$ cat config.mk
export PLATFORM = sky130hd
export DESIGN_NAME = digit_serializer_flat
export DESIGN_NICKNAME = d
export VERILOG_FILES = /design/src/rtl/digit_serializer_if.sv /design/src/rtl/digit_serializer.sv /design/src/flat_wrapper.sv
export SDC_FILE = /design/constraint.sdc
export NUM_CORES = 1
export LEC_CHECK = 0
export CAP_MARGIN = 20
export CORE_MARGIN = 2
export CORE_UTILIZATION = 50
export DETAILED_ROUTE_END_ITERATION = 7
export PLACE_DENSITY = 0.73
export SETUP_SLACK_MARGIN = 0.5
export SLEW_MARGIN = 40
export SYNTH_ARGS = -nofsm -noshare
export SYNTH_HDL_FRONTEND = slang
export SYNTH_SLANG_ARGS = --single-unit
$ cat constraint.sdc
create_clock -name clk -period 3.4 [get_ports clk]
set_input_delay 0.51 -clock clk [delete_from_list [all_inputs] [get_ports clk]]
set_output_delay 0.51 -clock clk [all_outputs]
set_load 0.01 [all_outputs]
$ cat src/rtl/digit_serializer_if.sv
// Handshake bundle for digit_serializer: value input channel and digit output channel.
// The block is the slave; the producer/consumer side is the master.
interface digit_serializer_if #(
  parameter int unsigned DW = 4
);
  localparam int unsigned N = 2 ** DW;

  logic          in_valid;
  logic          in_ready;
  logic [N-1:0]  in_data;
  logic [DW-1:0] in_shift;
  logic          out_valid;
  logic          out_ready;
  logic [N-1:0]  out_digit;
  logic          out_last;
  logic [DW:0]   out_index;

  modport master (
    output in_valid, in_data, in_shift, out_ready,
    input  in_ready, out_valid, out_digit, out_last, out_index
  );

  modport slave (
    input  in_valid, in_data, in_shift, out_ready,
    output in_ready, out_valid, out_digit, out_last, out_index
  );
endinterface

$ cat src/rtl/digit_serializer.sv
// Splits an unsigned 2**DW-bit value into radix-2^S digits, LSB digit first, one per cycle.
// Define DIGIT_SERIALIZER_LEADZERO_EN to always emit ceil(2**DW / S) digits, leading zeros included.
module digit_serializer #(
  parameter int unsigned DW = 4
) (
  input logic               clk,
  input logic               rst,
  digit_serializer_if.slave bus
);
  localparam int unsigned N  = 2 ** DW;
  localparam int unsigned CW = DW + 1;
  localparam logic [DW:0] IdxOne = (DW + 1)'(1);

  typedef enum logic {StIdle, StEmit} state_e;

  state_e          r_state;
  logic [N-1:0]    r_work;
  logic [DW-1:0]   r_shift;
  logic [CW-1:0]   r_cons;
  logic [DW:0]     r_index;

  state_e          w_state_d;
  logic [N-1:0]    w_work_d;
  logic [DW-1:0]   w_shift_d;
  logic [CW-1:0]   w_cons_d;
  logic [DW:0]     w_index_d;

  logic [N-1:0]    w_rem;
  logic [N-1:0]    w_mask;
  logic [DW-1:0]   w_shift_in;
  logic            w_done;
  logic            w_last;
  logic            w_emit;

  assign w_emit     = (r_state == StEmit);
  assign w_rem      = r_work >> r_shift;
  assign w_mask     = ~({N{1'b1}} << r_shift);
  assign w_done     = (r_cons >= CW'(N));
  // A zero digit width would never make progress, so it is treated as 1.
  assign w_shift_in = (bus.in_shift == '0) ? DW'(1) : bus.in_shift;

`ifdef DIGIT_SERIALIZER_LEADZERO_EN
  assign w_last = w_done;
`else
  assign w_last = (w_rem == '0) || w_done;
`endif

  always_comb begin
    bus.in_ready  = ~w_emit;
    bus.out_valid = w_emit;
    bus.out_digit = w_emit ? (r_work & w_mask) : '0;
    bus.out_last  = w_emit & w_last;
    bus.out_index = w_emit ? r_index : '0;
  end

  always_comb begin
    w_state_d = r_state;
    w_work_d  = r_work;
    w_shift_d = r_shift;
    w_cons_d  = r_cons;
    w_index_d = r_index;
    unique case (r_state)
      StIdle: begin
        if (bus.in_valid) begin
          w_work_d  = bus.in_data;
          w_shift_d = w_shift_in;
          w_cons_d  = CW'(w_shift_in);
          w_index_d = '0;
          w_state_d = StEmit;
        end
      end
      StEmit: begin
        if (bus.out_ready) begin
          if (w_last) begin
            w_state_d = StIdle;
          end else begin
            w_work_d  = w_rem;
            w_cons_d  = r_cons + CW'(r_shift);
            w_index_d = r_index + IdxOne;
          end
        end
      end
      default: w_state_d = StIdle;
    endcase
  end

  always_ff @(posedge clk) begin
    if (rst) begin
      r_state <= StIdle;
      r_work  <= '0;
      r_shift <= '0;
      r_cons  <= '0;
      r_index <= '0;
    end else begin
      r_state <= w_state_d;
      r_work  <= w_work_d;
      r_shift <= w_shift_d;
      r_cons  <= w_cons_d;
      r_index <= w_index_d;
    end
  end
endmodule

$ cat src/flat_wrapper.sv
// flat-port wrapper written by rule: the top's interface ports become plain ports
module digit_serializer_flat 
#(
  parameter int unsigned DW = 4
)
  (clk, rst, bus_in_valid, bus_in_data, bus_in_shift, bus_out_ready, bus_in_ready, bus_out_valid, bus_out_digit, bus_out_last, bus_out_index);
  digit_serializer_if #(.DW(DW)) bus_i ();
  input logic clk;
  input logic rst;
  input wire logic [$bits(bus_i.in_valid)-1:0] bus_in_valid;
  input wire logic [$bits(bus_i.in_data)-1:0] bus_in_data;
  input wire logic [$bits(bus_i.in_shift)-1:0] bus_in_shift;
  input wire logic [$bits(bus_i.out_ready)-1:0] bus_out_ready;
  output wire logic [$bits(bus_i.in_ready)-1:0] bus_in_ready;
  output wire logic [$bits(bus_i.out_valid)-1:0] bus_out_valid;
  output wire logic [$bits(bus_i.out_digit)-1:0] bus_out_digit;
  output wire logic [$bits(bus_i.out_last)-1:0] bus_out_last;
  output wire logic [$bits(bus_i.out_index)-1:0] bus_out_index;
  assign bus_i.in_valid = bus_in_valid;
  assign bus_i.in_data = bus_in_data;
  assign bus_i.in_shift = bus_in_shift;
  assign bus_i.out_ready = bus_out_ready;
  assign bus_in_ready = bus_i.in_ready;
  assign bus_out_valid = bus_i.out_valid;
  assign bus_out_digit = bus_i.out_digit;
  assign bus_out_last = bus_i.out_last;
  assign bus_out_index = bus_i.out_index;
  digit_serializer #(.DW(DW)) u_core (.clk(clk), .rst(rst), .bus(bus_i));
endmodule
-- Word level (Yosys, flattened, before mapping)
Cells that the tools add are included.
- $add $sub $neg: 2
- multipliers: 0
- divide/modulo/power cells: 0
- order comparisons: 1
- equality and inequality tests: 3
- shift-type cells: 2
- muxes and demuxes: 19
- bitwise operators: 4
- reduce and logical (&&, ||, !) cells: 5
- operators by type and width (cell ; number):
    $mux 16 ; 4
    $mux 5 ; 7
    $pmux 16 s2 ; 1
    $pmux 5 s2 ; 2
    $and 16x16->16 ; 1
    $logic_not 16->1 ; 1
    $not 16->16 ; 1
    $shl 16x4->16 const A ; 1
    $shr 16x4->16 ; 1
    $ne 2x2->1 const B ; 3
    $add 5x1->5 const B ; 1
    $add 5x4->5 ; 1
    $ge 5x5->1 const B ; 1
    $logic_not 4->1 ; 1
    $mux 4 ; 1
    $mux 1 ; 3
    $reduce_and 3->1 ; 1
    $pmux 1 s2 ; 1
    $reduce_and 2->1 ; 1
    $and 1x1->1 ; 1
    $logic_or 1x1->1 ; 1
    $not 1->1 ; 1
- bits in registers: 31
- bits in latches: 0
- bits in writable memories: 0
- ROM bits: 0
- bits of input ports: 24
- output and inout bits: 24
- logic and storage cells: 41
- memories: 0

-- Longest topological paths before layout
Gate-level depths: netlist of the first run.
- depth after elaboration: 6
- depth in mapped cells: 11
- gate-level depth less buffers: 8

-- Worst setup path after synthesis of the first run
No wires, ideal clock.
- kind: register -> output
- start point: reg u_core.r_shift[1]
- end point: out bus_out_last
- arrival: 2.316 ns
- data required time: 2.890 ns
- setup slack: 0.574 ns
- stages on the path, launching flop included: 10
- path buffers: 2
- cell sequence: dfxtp_1 buf_6 mux4_1 mux2_2 mux2_4 and4bb_1 and4_1 buf_2 nor2_1 nor2_1
- word-level cells in the longest chain between the ends: 4
- RTL lines (item ; line ; source):
    start, declared ; digit_serializer.sv:18 ; logic [DW-1:0] r_shift;
    start signal, assigned ; digit_serializer.sv:97 ; r_shift <= w_shift_d;
    $shr 16x4->16 ; digit_serializer.sv:36 ; assign w_rem = r_work >> r_shift;
    $logic_not 16->1 ; digit_serializer.sv:45 ; assign w_last = (w_rem == '0) || w_done;
    $logic_or 1x1->1 ; digit_serializer.sv:45 ;
    $and 1x1->1 ; digit_serializer.sv:52 ; bus.out_last = w_emit & w_last;
    end, declared ; flat_wrapper.sv:17 ; output wire logic [$bits(bus_i.out_last)-1:0] bus_out_last;
No other way between the ends.

-- Worst setup path after layout of the first run
- start point: reg u_core.r_shift[0]
- end point: out bus_out_last
Same word-level chain as after synthesis.

==> results of run 1 <==
==> cells by family (layout without fill, tap and decap cells) <==
logic type	count (synthesis)	in the layout
fa+ha+maj	6	6
flops	31	31
buf+inv	38	103
simple gates	126	126
mux	47	47
xor+xnor	2	2
other cells	1	1
compound gates	72	72
==> worst max-delay path, cell delays in order, from the launching register on <==
cell and delay, ns:
dfxtp_4 0.38, mux4_2 0.53, a22o_1 0.26, mux2_4 0.28, and4bb_1 0.29, and4_4 0.23
nor2_2 0.05, nor2_1 0.10, buf_2 0.14
==> area by class of cell <==
class,instances,area (µm²)
sequential,31,632
clock inverter,3,43.8
timing repair buffer,86,843
multi-input combinational,254,1960
tap,72,90.1
fill,457,1730
clock buffer,5,68.8
inverter,9,33.8
==> power breakdown <==
part | switching [mW] | total (mW) | internal [mW]
clock network | 0.157 | 0.375 | 0.218
registers | 0.0463 | 0.450 | 0.404
logic | 0.321 | 0.669 | 0.347
==> synth_stat cells, drive strengths merged (2+ instances only) <==
| cell type | n |
|---|---|
| nand3 | 7 |
| or3 | 4 |
| nor3 | 6 |
| ha | 5 |
| a21oi | 24 |
| o21bai | 2 |
| clkbuf | 18 |
| mux2 | 16 |
| dfxtp | 31 |
| buf | 11 |
| nor2b | 17 |
| or2 | 4 |
| inv | 8 |
| and2 | 6 |
| a31oi | 2 |
| nand2 | 38 |
| o211ai | 11 |
| a211oi | 3 |
| o21ai | 5 |
| o31ai | 2 |
| mux4 | 17 |
| mux2i | 14 |
| a22oi | 5 |
| and3 | 3 |
| a21o | 3 |
| nand2b | 2 |
| nor4 | 2 |
| a22o | 4 |
| nor2 | 32 |
==> timing repair <==
| action | 4_1_cts | 5_1_grt |
|---|---|---|
| buffers inserted | 2 | 5 |
| setup endpoints to repair | 9 | 10 |
| gates resized for setup | 15 | 7 |
| pin swaps | 3 | 4 |
| cloned | 2 | 0 |
==> per-layer routing <==
layer / vias up / share of wire, % / global-route usage [%]
met5: - / 0 / 0
met4: 0 / 1.4 / 7.72
met3: 13 / 9.5 / 8.05
met2: 164 / 46 / 45.1
met1: 1331 / 43 / 40.4
li1: 1305 / - / -
==> worst paths after layout <==
kind,from,endpoint
max,u_core.r_shift[0],bus_out_last
min,u_core.r_index[4],u_core.r_index[4]
max reg2reg,u_core.r_shift[0],u_core.r_work[9]
min reg2reg,u_core.r_index[4],u_core.r_index[4]
==> flip-flops by register name (all words and copies together), names as in the netlist <==
register / flops
u_core.r_shift: 4
u_core.r_work: 16
u_core.bus.out_valid: 1
u_core.r_index: 5
u_core.r_cons: 5
==> per-stage QoR <==
step           cells  total power, mW  instance area, µm²
2_1_floorplan    323            0.852                2760
3_3_place_gp     443             1.05                3410
3_5_place_dp     443             1.05                3410
4_1_cts          455             1.47                3610
5_1_grt          460             1.57                3670
6_report         460             1.49                3670
==> summary.txt, run 1 <==
Status
  – Outcome: finished clean

Routing
  – DR vias/cell: between 6 and 7
  – Routed wire length: 8490 µm
  – Drt pass-1 iters: 7
  – Via count: around 2800
  – ANT nets after route: 0
  – Post-route DRC: 0
  – Routed wire per std cell: approximately 18 µm
  – 1st-iter DRT viols: roughly 300

GRT
  – Antenna violations before repair: 0
  – Largest net degree at the start of global routing: 37
  – Gr usage total: between 20% and 30%
  – Vias in the first global route: approximately 2600
  – First-pass GRT wire length: between 10000 and 15000 µm
  – Grt ovf: 0

Die
  – Core Area: around 5400 µm²
  – Initial Utilization: roughly half
  – Die Ht: a little under 80 µm
  – Die width: between 70 and 80 µm
  – Row count: 27
  – Die ar.: between 6000 and 7000 µm²
  – I/O Pins: 48

STA
  – Crit share post-route: roughly 90%
  – Worst-Margin Slew: approximately 0.7 ns
  – FMAX: around 330 MHz
  – Final setup viols: 0
  – Slew Viols, Final: 0
  – Final hold vios: 0
  – Rel. slew slack: 53.3%
  – Final WS setup: about 0.33 ns
  – RSZ-0062 raised after global routing: true
  – Min Tclk post-route: just over 3 ns
  – Hold WS: between 0.4 and 0.5 ns
  – Clock skew: roughly 0.0073 ns
  – Total negative slack: 0 ns

Synth
  – Largest family of logic cells by synthesized area: multiplexers
  – Flops & latches, synth: 31
  – Dominant synthesized flop cell: dfxtp_1
  – Synth Area in XOR/XNOR: less than 1%
  – Post-synthesis mux area share: 26.4%
  – Ys Warns: 0
  – Avg Cell Area, Syn: ~8.5 µm²
  – Post-Synth Simple-Gate Area: roughly 22%
  – Synth async-reset ratio: 0%
  – Area leader, netlist: dfxtp_1
  – Synth Area in Compound Gates: approximately 18%
  – Main area contributors after synthesis: dfxtp_1 (22%), mux4_2 (12%), nand2_1 (5.2%)
  – Number of flops mapped to enable cells by yosys: 0
  – Adder-cell share of the synthesized area: 2.99%
  – Cell count after synthesis: around 320
  – Synth unique cells: 56
  – Yosys top cell area share: between 20% and 30%
  – Syn nets: approximately 350
  – Post-synthesis cell area: roughly 2800 µm²
  – Sequential share of the synthesized area: about 22%

Clock network
  – Clock sinks: 31
  – Num CTS Buffers: 5
  – CTS tree: built
  – Root Driver: clkbuf_8
  – Clock buffer depth: 2
  – # hold bufs at CTS: 0
  – Worst skew pair latency: 0.30 ns
  – Reg clk slew, reported paths: ~0.070 ns
  – H-tree depth: 2

Setup path
  – Crit path required time: 2.89 ns
  – Reg2reg setup slack: 0.54 ns
  – CP arrival: about 2.6 ns
  – Worst setup EP type: primary output
  – Setup CP Type: reg2out
  – CP Max Fanout: 3
  – R2R depth: 9
  – Startpoint types: register

Final layout
  – Nets: 417
  – Final Util: 68.0%
  – Most frequent cells in the layout: clkdlybuf4s50_1 (45), nand2_1 (38), buf_4 (35)
  – Layout cells sized above 1: around 26%
  – Most common cell after layout, fill and taps aside: clkdlybuf4s50_1
  – P&R area growth vs syn: 33.0%
  – Ant diodes: 0

Place
  – Placer Congestion: 0.900
  – Dpl ws: between 0.1 and 0.15 ns
  – Post-DP HPWL: 5930 µm
  – Port bufs: 46

Flow run
  – Max-cap violation count: 0

Pwr
  – Power Density: between 400 and 500 nW/µm²
  – Leak pwr: around 1.5 nW
  – Worst VDD drop: approximately 0.00025 V

Worst hold path
  – Worst Hold Path Cells: 1
  – Min-delay worst type: reg2reg
(Power assumes the default switching activity.)
==> inputs of run 2 (changes only) <==
Settings changed: GPL_ROUTABILITY_DRIVEN from default to 0, PLACE_DENSITY 0.73 to default, PLACE_DENSITY_LB_ADDON from default to 0.2.
==> summary.txt, run 2 (synthesized netlist as in run 1, its figures left out) <==
Status
  – Outcome: finished clean (unchanged)

Die
  – Die ar.: 6130 µm² (unchanged)
  – Initial Utilization: 51.1% (unchanged)
  – Row count: 27 (unchanged)
  – Die width: 78.3 µm (unchanged)
  – I/O Pins: 48 (unchanged)
  – Core Area: 5410 µm² (unchanged)
  – Die Ht: 78.3 µm (unchanged)

Clock network
  – Root Driver: clkbuf_8 (unchanged)
  – Clock sinks: 31 (unchanged)
  – Reg clk slew, reported paths: 0.07 ns (about the same)
  – CTS tree: built (unchanged)
  – Worst skew pair latency: 0.29 ns (was 0.30 ns)
  – Num CTS Buffers: 5 (unchanged)
  – Clock buffer depth: 2 (unchanged)
  – H-tree depth: 2 (unchanged)
  – # hold bufs at CTS: 0 (unchanged)

Worst hold path
  – Hold path endpoint: u_core.r_index[4] (unchanged)
  – HP Start: u_core.r_index[4] (unchanged)
  – Min-delay worst type: reg2reg (unchanged)
  – Worst Hold Path Cells: 1 (unchanged)

Final layout
  – Final Util: 68.8% (was 68.0%)
  – P&R area growth vs syn: 34.6% (was 33.0%)
  – Ant diodes: 0 (unchanged)
  – Nets: 421 (was 417)
  – Most frequent cells in the layout: clkdlybuf4s50_1 (45), buf_4 (39), nand2_1 (38) (was clkdlybuf4s50_1 (45), nand2_1 (38), buf_4 (35))
  – Largest register by flop count: u_core.r_work (unchanged)
  – Max FFs per register: 16 (unchanged)
  – Largest registers: u_core.r_work (16), u_core.r_cons (5), u_core.r_index (5) (unchanged)
  – Layout cells sized above 1: 26.3% (was 25.5%)
  – Most common cell after layout, fill and taps aside: clkdlybuf4s50_1 (unchanged)

Setup path
  – Startpoint types: register (unchanged)
  – R2R depth: 10 (was 9)
  – Reg2reg setup slack: 0.50 ns (was 0.54 ns)
  – CP arrival: 2.52 ns (was 2.56 ns)
  – Setup CP Type: reg2out (unchanged)
  – Worst setup EP type: primary output (unchanged)
  – Worst r2r dst: u_core.r_work[11] (was u_core.r_work[9])
  – CP Max Fanout: 3 (unchanged)
  – Critical R2R Launch: u_core.r_shift[0] (unchanged)
  – Crit path required time: 2.89 ns (about the same)

Routing
  – Post-route DRC: 0 (unchanged)
  – Drt pass-1 iters: 4 (was 7)
  – Routed wire length: 8400 µm (was 8490 µm)
  – ANT nets after route: 0 (unchanged)
  – DR vias/cell: 6.07 (was 6.12)
  – Routed wire per std cell: 18.1 µm (was 18.5 µm)
  – 1st-iter DRT viols: 362 (was 299)
  – Via count: 2816 (was 2813)

GRT
  – Gr usage total: 27.9% (was 29.2%)
  – Vias in the first global route: 2621 (was 2620)
  – Grt ovf: 0 (unchanged)
  – Antenna violations before repair: 0 (unchanged)
  – Largest net degree at the start of global routing: 37 (unchanged)
  – First-pass GRT wire length: 13400 µm (was 13900 µm)

STA
  – Min Tclk post-route: 3.03 ns (was 3.07 ns)
  – Worst-Margin Slew: 0.688 ns (was 0.698 ns)
  – Final setup viols: 0 (unchanged)
  – Crit share post-route: 89.0% (was 90.2%)
  – Clock skew: 0.00612 ns (was 0.00733 ns)
  – RSZ-0062 raised after global routing: true (unchanged)
  – FMAX: 331 MHz (was 326 MHz)
  – Final hold vios: 0 (unchanged)
  – Slew Viols, Final: 0 (unchanged)
  – Hold WS: 0.477 ns (was 0.500 ns)
  – Rel. slew slack: 54.0% (was 53.3%)
  – Total negative slack: 0 ns (unchanged)

Place
  – Port bufs: 46 (unchanged)
  – Post-DP HPWL: 5610 µm (was 5930 µm)

Pwr
  – Leak pwr: 1.48 nW (was 1.45 nW)
  – Worst VDD drop: 0.000243 V (was 0.000255 V)
  – Power Density: 417 nW/µm² (was 407 nW/µm²)

Flow run
  – Max-cap violation count: 0 (unchanged)
[run 2: cell count changes in the layout (fill, tap and decap cells not counted), sizes merged]
cell and delta:
buf +4, clkbuf +1, clkinv -1
[run 2: metal layers]
metal | vias to the layer above | GRT usage [%] | share of wire [%]
li1 | 1314 | - | -
met1 | 1315 | 38.2 | 43
met2 | 165 | 43.3 | 45
met3 | 22 | 6.44 | 8.8
met4 | 0 | 10.0 | 2.8
met5 | - | 0 | 0
[run 2: power by group]
group | switching (mW) | total (mW) | internal [mW]
Combinational | 0.339 | 0.717 | 0.378
Sequential | 0.0364 | 0.440 | 0.403
Clock | 0.158 | 0.395 | 0.237
Total | 0.533 | 1.55 | 1.02
[run 2: layout make-up]
class                      instances  area, µm²
inverter                           9       33.8
multi-input combinational        254       1970
clock buffer                       6       82.6
fill                             445       1690
timing repair buffer              90        873
clock inverter                     2       35.0
tap                               72       90.1
sequential                        31        631
[run 2: critical path, stage by stage (launching register included)]
cell and delay [ns]:
dfxtp_4 0.39, mux4_2 0.53, a22o_1 0.23, mux2_4 0.28, and4bb_1 0.29, and4_4 0.24, nor2_4 0.04, nor2_1 0.09
buf_2 0.13
[run 2: through the flow]
step | worst slack, ns | instances | area (µm²) | total power [mW]
after floorplan | 0.574 | 323 | 2760 | 0.852
after global placement | 0.157 | 442 | 3420 | 1.05
after detailed placement | 0.149 | 442 | 3420 | 1.05
after CTS | 0.342 | 457 | 3640 | 1.49
after global routing | 0.296 | 464 | 3720 | 1.63
final | 0.375 | 464 | 3720 | 1.55
[run 2: worst max-delay path by stage]
stage | end | slack [ns] | start
global route | bus_out_last | 0.30 | u_core.r_shift[1]
CTS | bus_out_last | 0.34 | u_core.r_shift[1]
finish | bus_out_last | 0.37 | u_core.r_shift[0]
detailed placement | bus_out_last | 0.15 | u_core.r_shift[1]
global placement | bus_out_last | 0.16 | u_core.r_shift[1]
floorplan | bus_out_last | 0.57 | u_core.r_shift[1]
[run 2: timing repair]
action                                  CTS  global route
buffers inserted                          5             7
hold endpoints to repair                  0             0
resized for setup                        15             5
gates cloned                              2             0
endpoints found under the setup margin   11             8
pin swaps                                 5             3
==> inputs of run 3 (changes only) <==
Settings changed: CORE_MARGIN 2 to default, CTS_CLUSTER_DIAMETER from default to 40.
==> summary.txt, run 3 (synthesized netlist as in run 1, its figures left out) <==
Setup path
  – Startpoint types: register (unchanged)
  – Critical R2R Launch: u_core.r_shift[1] (was u_core.r_shift[0])
  – CP arrival: 2.53 ns (was 2.52 ns)
  – Crit path largest cell delay: 0.51 ns (was 0.53 ns)
  – Setup CP Type: reg2out (unchanged)
  – Slowest-stage cell, CP: mux4_2 (unchanged)
  – Crit path required time: 2.89 ns (about the same)
  – Crit-path leading delay family: multiplexers (unchanged)
  – Worst setup EP type: primary output (unchanged)
  – CP Max Fanout: 4 (was 3)
  – Crit path from: u_core.r_shift[1] (was u_core.r_shift[0])
  – Worst path cell trace: mux4_2 -> mux2_4 -> mux2_4 -> and4bb_1 -> and4_4 -> nor2_4 -> nor2_2 -> buf_2 (was mux4_2 -> a22o_1 -> mux2_4 -> and4bb_1 -> and4_4 -> nor2_4 -> nor2_1 -> buf_2)
  – CP dominant cell by count: mux2_4
  – CP Buf/Inv Count: 1 (unchanged)

STA
  – RSZ-0062 raised after global routing: true (unchanged)
  – Clock skew: 0.00803 ns (was 0.00612 ns)
  – Final hold vios: 0 (unchanged)
  – Min Tclk post-route: 3.04 ns (was 3.03 ns)
  – Rel. slew slack: 47.9% (was 54.0%)
  – Final setup viols: 0 (unchanged)
  – Crit share post-route: 89.5% (was 89.0%)
  – Slew Viols, Final: 0 (unchanged)
  – Total negative slack: 0 ns (unchanged)
  – Worst-Margin Slew: 0.779 ns (was 0.688 ns)
  – FMAX: 329 MHz (was 331 MHz)
  – Hold WS: 0.494 ns (was 0.477 ns)
  – Final WS setup: 0.358 ns (was 0.375 ns)

Place
  – Port bufs: 46 (unchanged)
  – Dpl ws: 0.0739 ns (was 0.149 ns)
  – Post-DP HPWL: 5880 µm (was 5610 µm)

Final layout
  – # fillers: 443 (was 445)
  – P&R area growth vs syn: 30.7% (was 34.6%)
  – Nets: 416 (was 421)
  – Max FFs per register: 16 (unchanged)
  – Ant diodes: 0 (unchanged)
  – Register area: 629 µm² (was 631 µm²)
  – Area of the multi-input gates: 1970 µm² (about the same)
  – Most common cell after layout, fill and taps aside: clkdlybuf4s50_1 (unchanged)
  – Layout cells sized above 1: 24.6% (was 26.3%)
  – Largest register by flop count: u_core.r_work (unchanged)
  – Largest registers: u_core.r_work (16), u_core.r_cons (5), u_core.r_index (5) (unchanged)
  – Most frequent cells in the layout: clkdlybuf4s50_1 (45), nand2_1 (38), buf_4 (35) (was clkdlybuf4s50_1 (45), buf_4 (39), nand2_1 (38))

Pwr
  – Leak pwr: 1.42 nW (was 1.48 nW)
  – Worst VDD drop: 0.000282 V (was 0.000243 V)
  – Power Density: 407 nW/µm² (was 417 nW/µm²)

Clock network
  – Reg clk slew, reported paths: 0.07 ns (about the same)
  – # hold bufs at CTS: 0 (unchanged)
  – Root Driver: clkbuf_8 (unchanged)
  – Clock sinks: 31 (unchanged)
  – H-tree depth: 2 (unchanged)
  – Worst skew pair latency: 0.29 ns (about the same)
  – CTS tree: built (unchanged)
  – Clock buffer depth: 2 (unchanged)
  – Num CTS Buffers: 5 (unchanged)

Routing
  – Drt pass-1 iters: 5 (was 4)
  – DR vias/cell: 6.14 (was 6.07)
  – ANT nets after route: 0 (unchanged)
  – 1st-iter DRT viols: 255 (was 362)
  – Routed wire per std cell: 18.5 µm (was 18.1 µm)
  – Via count: 2799 (was 2816)
  – Routed wire length: 8450 µm (was 8400 µm)
  – Post-route DRC: 0 (unchanged)

Die
  – I/O Pins: 48 (unchanged)
  – Initial Utilization: 53.1% (was 51.1%)
  – Die ar.: 5820 µm² (was 6130 µm²)
  – Die width: 76.3 µm (was 78.3 µm)
  – Die Ht: 76.3 µm (was 78.3 µm)
  – Row count: 26 (was 27)
  – Core Area: 5200 µm² (was 5410 µm²)

GRT
  – Busiest grt layer: met2 (unchanged)
  – Grt ovf: 0 (unchanged)
  – Gr usage total: 29.9% (was 27.9%)
  – Antenna violations before repair: 0 (unchanged)
  – Vias in the first global route: 2627 (was 2621)
  – Largest net degree at the start of global routing: 37 (unchanged)
  – GR Util met2: 44.3% (was 43.3%)
  – First-pass GRT wire length: 13600 µm (was 13400 µm)
  – Met3 usage: 6.11% (was 6.44%)
  – Met1 Use GR: 41.1% (was 38.2%)

Flow run
  – Max-cap violation count: 0 (unchanged)

Status
  – Outcome: finished clean (unchanged)

Worst hold path
  – HP Start: u_core.r_index[4] (unchanged)
  – Min-delay worst type: reg2reg (unchanged)
==> run 3: worst paths after layout <==
check	slack, ns	endpoint	cells past startpoint
worst max-delay path	0.36	bus_out_last	8
worst min-delay path	0.49	u_core.r_index[4]	1
worst max register to register	0.58	u_core.r_work[8]	9
worst min register to register	0.49	u_core.r_index[4]	1
==> run 3: area by class of cell <==
class,count,share of cell area [%]
Inverter,9,0.936
Multi-Input combinational cell,254,54.6
Clock inverter,1,0.832
Tap cell,70,2.43
Timing Repair Buffer,85,21.7
Sequential cell,31,17.4
Clock buffer,6,2.01
==> run 3: power by group <==
group | leakage [nW] | switching (mW) | internal (mW)
sequential | 0.255 | 0.0440 | 0.403
combinational | 1.11 | 0.330 | 0.332
clock | 0.0513 | 0.144 | 0.215
==> run 3: through the flow <==
stage               power, mW  cells  util, %  area [µm²]
floorplan               0.852    323        -        2760
global placement         1.04    443     65.8        3420
detailed placement       1.05    443     65.8        3420
CTS                      1.44    453     68.3        3560
global route             1.54    456     69.3        3610
finish                   1.47    456     69.3        3610
==> run 3: routing by layer <==
layer	routed length, µm	share of wire [%]	vias up
met1	3690	44	1305
li1	-	-	1299
met4	365	4.3	0
met3	683	8.1	32
met2	3710	44	163
met5	0	0	-
==> run 3: repair_timing <==
item | in CTS | in global routing
pin swaps | 4 | 3
gates resized for setup | 14 | 8
endpoints found under the setup margin | 9 | 14
buffers inserted | 3 | 3
==> run 3: worst register-to-register path: cells and delay by family (launching register included) <==
kind	cells	cell delay (ns)
AOI/OAI and AO/OA	1	0.20
buffers and inverters	2	0.31
and+or+nand+nor	2	0.41
DFF	1	0.39
muxes	4	1.40
